--- config.mk ---
export PLATFORM = sky130hd
export DESIGN_NAME = wb_stage_flat
export DESIGN_NICKNAME = d
export VERILOG_FILES = /design/src/rtl/wb_stage_pkg.sv /design/src/rtl/wb_stage_if.sv /design/src/rtl/wb_stage_load_ext.sv /design/src/rtl/wb_stage.sv /design/src/flat_wrapper.sv
export SDC_FILE = /design/constraint.sdc
export NUM_CORES = 1
export LEC_CHECK = 0
export CORE_UTILIZATION = 25
export DETAILED_ROUTE_END_ITERATION = 12
export SLEW_MARGIN = 30
export SYNTH_ARGS = -nofsm -noshare
export SYNTH_HDL_FRONTEND = slang
export SYNTH_SLANG_ARGS = --single-unit
export TNS_END_PERCENT = 1
--- constraint.sdc ---
create_clock -name clk -period 2.6 [get_ports clk]
set_input_delay 0.52 -clock clk [delete_from_list [all_inputs] [get_ports clk]]
set_output_delay 0.52 -clock clk [all_outputs]
set_load 0.02 [all_outputs]
--- src/rtl/wb_stage_pkg.sv ---
// Shared definitions for the writeback stage: result-select and load-type codes,
// datapath width and the MEM/WB pipeline register layout.
package wb_stage_pkg;

    localparam int XLEN = 32;

    localparam logic [1:0] RES_SRC_ALU  = 2'b00;
    localparam logic [1:0] RES_SRC_LOAD = 2'b01;
    localparam logic [1:0] RES_SRC_PC4  = 2'b10;

    localparam logic [2:0] F3_LB  = 3'b000;
    localparam logic [2:0] F3_LH  = 3'b001;
    localparam logic [2:0] F3_LW  = 3'b010;
    localparam logic [2:0] F3_LBU = 3'b100;
    localparam logic [2:0] F3_LHU = 3'b101;

    typedef struct packed {
        logic            valid;
        logic            reg_write;
        logic [4:0]      rd;
        logic [1:0]      result_src;
        logic [2:0]      funct3;
        logic [XLEN-1:0] alu_result;
        logic [XLEN-1:0] read_data;
        logic [XLEN-1:0] pc_plus4;
    } mem_wb_t;

endpackage

--- src/rtl/wb_stage_if.sv ---
// MEM->WB inputs, RF write port, forwarding tap and status of the writeback stage.
// The master side is whatever feeds the stage; the slave side is wb_stage itself.
interface wb_stage_if #(parameter int CNT_W = 64);

    logic                          stall_wb;
    logic                          flush_wb;
    logic                          mem_valid;
    logic                          mem_reg_write;
    logic [4:0]                    mem_rd;
    logic [1:0]                    mem_result_src;
    logic [2:0]                    mem_funct3;
    logic [wb_stage_pkg::XLEN-1:0] mem_alu_result;
    logic [wb_stage_pkg::XLEN-1:0] mem_read_data;
    logic [wb_stage_pkg::XLEN-1:0] mem_pc_plus4;

    logic                          rf_we;
    logic [4:0]                    rf_w_add;
    logic [wb_stage_pkg::XLEN-1:0] rf_w_data;
    logic                          fwd_valid;
    logic [4:0]                    fwd_rd;
    logic [wb_stage_pkg::XLEN-1:0] fwd_data;
    logic                          illegal_load;
    logic [CNT_W-1:0]              instret;

    modport master (
        output stall_wb, flush_wb, mem_valid, mem_reg_write, mem_rd, mem_result_src,
               mem_funct3, mem_alu_result, mem_read_data, mem_pc_plus4,
        input  rf_we, rf_w_add, rf_w_data, fwd_valid, fwd_rd, fwd_data, illegal_load, instret
    );

    modport slave (
        input  stall_wb, flush_wb, mem_valid, mem_reg_write, mem_rd, mem_result_src,
               mem_funct3, mem_alu_result, mem_read_data, mem_pc_plus4,
        output rf_we, rf_w_add, rf_w_data, fwd_valid, fwd_rd, fwd_data, illegal_load, instret
    );

endinterface

--- src/rtl/wb_stage_load_ext.sv ---
// Load data extension: picks the byte/half out of the aligned memory word and
// sign- or zero-extends it. Reserved load types yield zero and raise illegal.
module wb_stage_load_ext
    import wb_stage_pkg::*;
(
    input  logic [XLEN-1:0] raw,
    input  logic [1:0]      off,
    input  logic [2:0]      funct3,
    output logic [XLEN-1:0] data,
    output logic            illegal
);

    logic [7:0]  byte_sel;
    logic [15:0] half_sel;

    // Lane selection; the low offset bit is irrelevant for halfwords.
    always_comb begin
        byte_sel = raw[7:0];
        case (off)
            2'd0: byte_sel = raw[7:0];
            2'd1: byte_sel = raw[15:8];
            2'd2: byte_sel = raw[23:16];
            2'd3: byte_sel = raw[31:24];
            default: byte_sel = raw[7:0];
        endcase
        half_sel = off[1] ? raw[31:16] : raw[15:0];
    end

    // Extension by load type.
    always_comb begin
        data    = '0;
        illegal = 1'b0;
        case (funct3)
            F3_LB:   data = {{24{byte_sel[7]}}, byte_sel};
            F3_LBU:  data = {24'd0, byte_sel};
            F3_LH:   data = {{16{half_sel[15]}}, half_sel};
            F3_LHU:  data = {16'd0, half_sel};
            F3_LW:   data = raw;
            default: illegal = 1'b1;
        endcase
    end

endmodule

--- src/rtl/wb_stage.sv ---
// Writeback stage: MEM/WB pipeline register, result mux, RF write-port gating,
// forwarding tap and retired-instruction counter. Outputs depend only on the
// registered state so they settle well before the RF's negedge write.
module wb_stage
    import wb_stage_pkg::*;
#(
    parameter int CNT_W = 64
) (
    input  logic    clk,
    input  logic    rst_n,
    wb_stage_if.slave bus
);

    mem_wb_t          wb_q;
    logic [CNT_W-1:0] instret_q;
    logic [XLEN-1:0]  load_data;
    logic             load_illegal;
    logic [XLEN-1:0]  result;
    logic             we;

    // MEM/WB register: reset > flush (bubble) > stall (hold) > capture.
    always_ff @(posedge clk) begin
        if (!rst_n) begin
            wb_q <= '0;
        end else if (bus.flush_wb) begin
            wb_q <= '0;
        end else if (!bus.stall_wb) begin
            wb_q <= '{valid:      bus.mem_valid,
                      reg_write:  bus.mem_reg_write,
                      rd:         bus.mem_rd,
                      result_src: bus.mem_result_src,
                      funct3:     bus.mem_funct3,
                      alu_result: bus.mem_alu_result,
                      read_data:  bus.mem_read_data,
                      pc_plus4:   bus.mem_pc_plus4};
        end
    end

    // Count an instruction once, on the cycle it actually leaves WB.
    always_ff @(posedge clk) begin
        if (!rst_n) begin
            instret_q <= '0;
        end else if (wb_q.valid && !bus.stall_wb && !bus.flush_wb) begin
            instret_q <= instret_q + 1'b1;
        end
    end

    wb_stage_load_ext u_load_ext (
        .raw     (wb_q.read_data),
        .off     (wb_q.alu_result[1:0]),
        .funct3  (wb_q.funct3),
        .data    (load_data),
        .illegal (load_illegal)
    );

    // Result select; the reserved source code writes zero.
    always_comb begin
        result = '0;
        case (wb_q.result_src)
            RES_SRC_ALU:  result = wb_q.alu_result;
            RES_SRC_LOAD: result = load_data;
            RES_SRC_PC4:  result = wb_q.pc_plus4;
            default:      result = '0;
        endcase
    end

    // Write-port gating: x0 is never written, even if the RF would also drop it.
    always_comb begin
        we = wb_q.valid & wb_q.reg_write & (wb_q.rd != 5'd0);
    end

    assign bus.rf_we        = we;
    assign bus.rf_w_add     = wb_q.rd;
    assign bus.rf_w_data    = result;
    assign bus.fwd_valid    = we;
    assign bus.fwd_rd       = wb_q.rd;
    assign bus.fwd_data     = result;
    assign bus.illegal_load = wb_q.valid & (wb_q.result_src == RES_SRC_LOAD) & load_illegal;
    assign bus.instret      = instret_q;

endmodule

--- src/flat_wrapper.sv ---
// flat-port wrapper written by rule: the top's interface ports become plain ports
module wb_stage_flat import wb_stage_pkg::*;
#(
    parameter int CNT_W = 64
)
  (clk, rst_n, bus_stall_wb, bus_flush_wb, bus_mem_valid, bus_mem_reg_write, bus_mem_rd, bus_mem_result_src, bus_mem_funct3, bus_mem_alu_result, bus_mem_read_data, bus_mem_pc_plus4, bus_rf_we, bus_rf_w_add, bus_rf_w_data, bus_fwd_valid, bus_fwd_rd, bus_fwd_data, bus_illegal_load, bus_instret);
  wb_stage_if #(.CNT_W(CNT_W)) bus_i ();
  input  logic clk;
  input  logic rst_n;
  input wire logic [$bits(bus_i.stall_wb)-1:0] bus_stall_wb;
  input wire logic [$bits(bus_i.flush_wb)-1:0] bus_flush_wb;
  input wire logic [$bits(bus_i.mem_valid)-1:0] bus_mem_valid;
  input wire logic [$bits(bus_i.mem_reg_write)-1:0] bus_mem_reg_write;
  input wire logic [$bits(bus_i.mem_rd)-1:0] bus_mem_rd;
  input wire logic [$bits(bus_i.mem_result_src)-1:0] bus_mem_result_src;
  input wire logic [$bits(bus_i.mem_funct3)-1:0] bus_mem_funct3;
  input wire logic [$bits(bus_i.mem_alu_result)-1:0] bus_mem_alu_result;
  input wire logic [$bits(bus_i.mem_read_data)-1:0] bus_mem_read_data;
  input wire logic [$bits(bus_i.mem_pc_plus4)-1:0] bus_mem_pc_plus4;
  output wire logic [$bits(bus_i.rf_we)-1:0] bus_rf_we;
  output wire logic [$bits(bus_i.rf_w_add)-1:0] bus_rf_w_add;
  output wire logic [$bits(bus_i.rf_w_data)-1:0] bus_rf_w_data;
  output wire logic [$bits(bus_i.fwd_valid)-1:0] bus_fwd_valid;
  output wire logic [$bits(bus_i.fwd_rd)-1:0] bus_fwd_rd;
  output wire logic [$bits(bus_i.fwd_data)-1:0] bus_fwd_data;
  output wire logic [$bits(bus_i.illegal_load)-1:0] bus_illegal_load;
  output wire logic [$bits(bus_i.instret)-1:0] bus_instret;
  assign bus_i.stall_wb = bus_stall_wb;
  assign bus_i.flush_wb = bus_flush_wb;
  assign bus_i.mem_valid = bus_mem_valid;
  assign bus_i.mem_reg_write = bus_mem_reg_write;
  assign bus_i.mem_rd = bus_mem_rd;
  assign bus_i.mem_result_src = bus_mem_result_src;
  assign bus_i.mem_funct3 = bus_mem_funct3;
  assign bus_i.mem_alu_result = bus_mem_alu_result;
  assign bus_i.mem_read_data = bus_mem_read_data;
  assign bus_i.mem_pc_plus4 = bus_mem_pc_plus4;
  assign bus_rf_we = bus_i.rf_we;
  assign bus_rf_w_add = bus_i.rf_w_add;
  assign bus_rf_w_data = bus_i.rf_w_data;
  assign bus_fwd_valid = bus_i.fwd_valid;
  assign bus_fwd_rd = bus_i.fwd_rd;
  assign bus_fwd_data = bus_i.fwd_data;
  assign bus_illegal_load = bus_i.illegal_load;
  assign bus_instret = bus_i.instret;
  wb_stage #(.CNT_W(CNT_W)) u_core (.clk(clk), .rst_n(rst_n), .bus(bus_i));
endmodule
==> metrics <==
clock transition at the registers of the reported paths=80 ps; Tcrit/Tclk final=102%; routed wire length=around 29 mm; RSZ-0062 raised after global routing=true; dpl ws=-254 ps; vias after detailed routing=7732; Worst Slack Setup Final=-60.9 ps; Top Layer Used=met5; Worst-Skew Late Latency=roughly 430 ps; initial core utilization=between 20 and 30%; run status=finished with violations; Die H=185 microns; RR Startpoint=u_core.bus.instret[1]; I/O pin count=253; VDD IR-drop max=0.000439 V; drt pass-1 iters=5; min-delay src=u_core.bus.instret[63]; post-layout min period=2660 ps; critical path arrival=2140 ps; first-pass GRT wire length=43.6 mm; routability cong.=0.823; Area growth syn-to-layout=46.9%; Avg Inst Size Synth=9.02 sq um; number of max-cap violations=0; DRT antenna net count=0; Synth area leaders=dfxtp_1, mux2i_1, nor2_1; fin. max-slew vios=0; # port buffers=around 250; leakage power=4.75 nW; Cell variety after synth=53; Setup crit start=u_core.wb_q[65]; largest net degree at the start of global routing=59; Metal-1 WL=12.1 mm; placed wire-length estimate=21.4 mm; Power Total=between 0.006 and 0.007 W; crit path max fanout=8; Startpoint Class=flip-flop; Core ar.=approximately 0.033 sq mm; Die X=185 microns; CTS Hold Buffers Added=0; vias in the first global route=7492; FF+latch count, synth=172; initial antenna violation count=1; failing checks=setup timing; number of setup violations in the final report=22; post-synthesis async set-or-reset flop share=0%; nature of the critical path endpoint=output pin; Setup Crit Path Kind=flip-flop to output pin; First DRT Iteration DRCs=~460; top cell type's share of synthesized area=41.0%; synthesized area=0.00839 sq mm; Num CTS Buffers=17; measured slew at the worst slew-check pin=~900 ps; Final nets=approximately 1.3k; Routed WL per cell=17.5 microns; DR WL met2=around 14 mm; cell taking the most area after synthesis=dfxtp_1; CP Data Required Time=2080 ps; Worst Clk Skew=7.32 ps; relative slew slack=40.0%; CTS tree=yes; Hold WC Path Type=flip-flop to flip-flop; Max clock buf depth=2; setup TNS=-619 ps; total grt overflow=0; vias per inst=4.73; CTS root buffer=clkbuf_16; number of synthesized flops with an enable pin=0; Synth Instances=930; register area share after synthesis=41.0%; Clock Sinks=around 170; layout cells sized above 1=around a fifth; Total GRT Usage=16.8%; yosys warns=0; final hold vios=0; H-Tree Depth=4; Top FF cell, synth=dfxtp_1; pwr/cell area=512 mW/mm^2; Filler cells=3313; Met3 Routed Length=1.94 mm; Syn Nets=approximately 1.0k; Max Freq=376 MHz; antenna fix cells=0; row count=66; Remaining DRCs=0; full die area=approximately 0.034 sq mm
[report_power, final]
group          switching [W]  leakage [nW]  total, W  internal (W)
Clock                0.00131         0.313   0.00280       0.00149
Combinational       0.000382          3.03  0.000786      0.000404
Sequential         0.0000439          1.40   0.00273       0.00269
Total                0.00173          4.75   0.00632       0.00458
[logic make-up after synthesis]
kind of cell             synth area share (%)
AO/OA/AOI/OAI                            10.7
XOR/XNOR                                 2.71
adder cells (fa/ha/maj)                 0.149
buffers and inverters                    7.25
flip-flops                               41.0
multiplexers                             18.3
AND/OR/NAND/NOR                          19.8
[critical path: stages, from the launching register on]
cell and delay [ps]:
dfxtp_4 390, mux2_4 340, nor2_4 120, a2111oi_4 50
buf_6 170, a221oi_2 180, o22ai_1 130, buf_4 180
buf_4 150
[layout by cell type, fill, tap and decap left out, types with 6 or more instances in the layout]
master           instances
a21oi_1                 48
a21oi_2                  7
a221oi_2                 8
and3_1                   7
and4_1                   6
buf_12                   6
buf_2                   32
buf_4                   89
buf_6                    6
clkbuf_16               17
clkdlybuf4s50_1        184
clkinv_8                 6
dfxtp_1                167
inv_1                   12
mux2i_1                149
nand2_1                 25
nand2b_1                 7
nand3_1                 24
nand4_1                 20
nor2_1                 152
nor3_1                  10
o21ai_0                 20
o22ai_1                  9
o22ai_2                 19
o31ai_1                 14
or3_1                   18
or4_1                   17
xnor2_1                 13
xor2_1                  13
[area by class of cell]
cell class / instances / area, sq um / area share (%)
tap: 442 / 553 / 4.49
sequential: 172 / 3450 / 28.0
inverter: 13 / 48.8 / 0.396
clock inverter: 15 / 224 / 1.82
timing repair buffer: 329 / 2960 / 24.0
multi-input combinational: 645 / 4660 / 37.8
clock buffer: 17 / 425 / 3.45
[final timing paths]
| kind | cells after the start | to | slack (ps) |
|---|---|---|---|
| worst max-delay path | 8 | bus_fwd_data[10] | -60 |
| worst min-delay path | 2 | u_core.bus.instret[63] | 490 |
| worst max register to register | 7 | u_core.bus.instret[46] | 350 |
| worst min register to register | 2 | u_core.bus.instret[63] | 490 |
[through the flow]
| step | utilization, % | hold slack (ps) | std cells | cell area (sq um) |
|---|---|---|---|---|
| 5_1_grt | 37.6 | 516 | 1633 | 12300 |
| 3_5_place_dp | 35.3 | 481 | 1601 | 11600 |
| 6_report | 37.6 | 494 | 1633 | 12300 |
| 4_1_cts | 37.6 | 494 | 1634 | 12300 |
| 3_3_place_gp | 35.3 | 471 | 1601 | 11600 |
| 2_1_floorplan | - | 463 | 930 | 8390 |
[sequential cells by signal, indices dropped and copies added, names as in the netlist]
register,count
u_core.bus.instret,64
u_core.wb_q,103
u_core.bus.fwd_rd,5
[routing by layer]
metal	global-route usage, %	vias up
li1	-	3792
met1	19.9	3628
met2	29.3	271
met3	4.29	39
met4	5.39	2
met5	0	-
[synth_stat cells, drive strengths merged, types with 2 or more instances]
library cell	n
a2111oi	2
a21oi	55
a221oi	9
and2	4
and3	8
and4	6
buf	61
clkbuf	39
dfxtp	172
inv	13
mux2i	150
nand2	27
nand2b	8
nand3	27
nand4	22
nand4bb	3
nor2	156
nor2b	4
nor3	10
nor4	7
o21ai	24
o221ai	5
o22ai	28
o31ai	15
or3	18
or4	17
xnor2	13
xor2	13
[repair_timing]
item	in CTS	in global routing
resized for setup	273	72
setup buffers	1	0
endpoints found under the setup margin	65	67
hold endpoints to repair	0	0
pin swaps	4	8
Note: power is estimated with default switching activity, not from simulation.
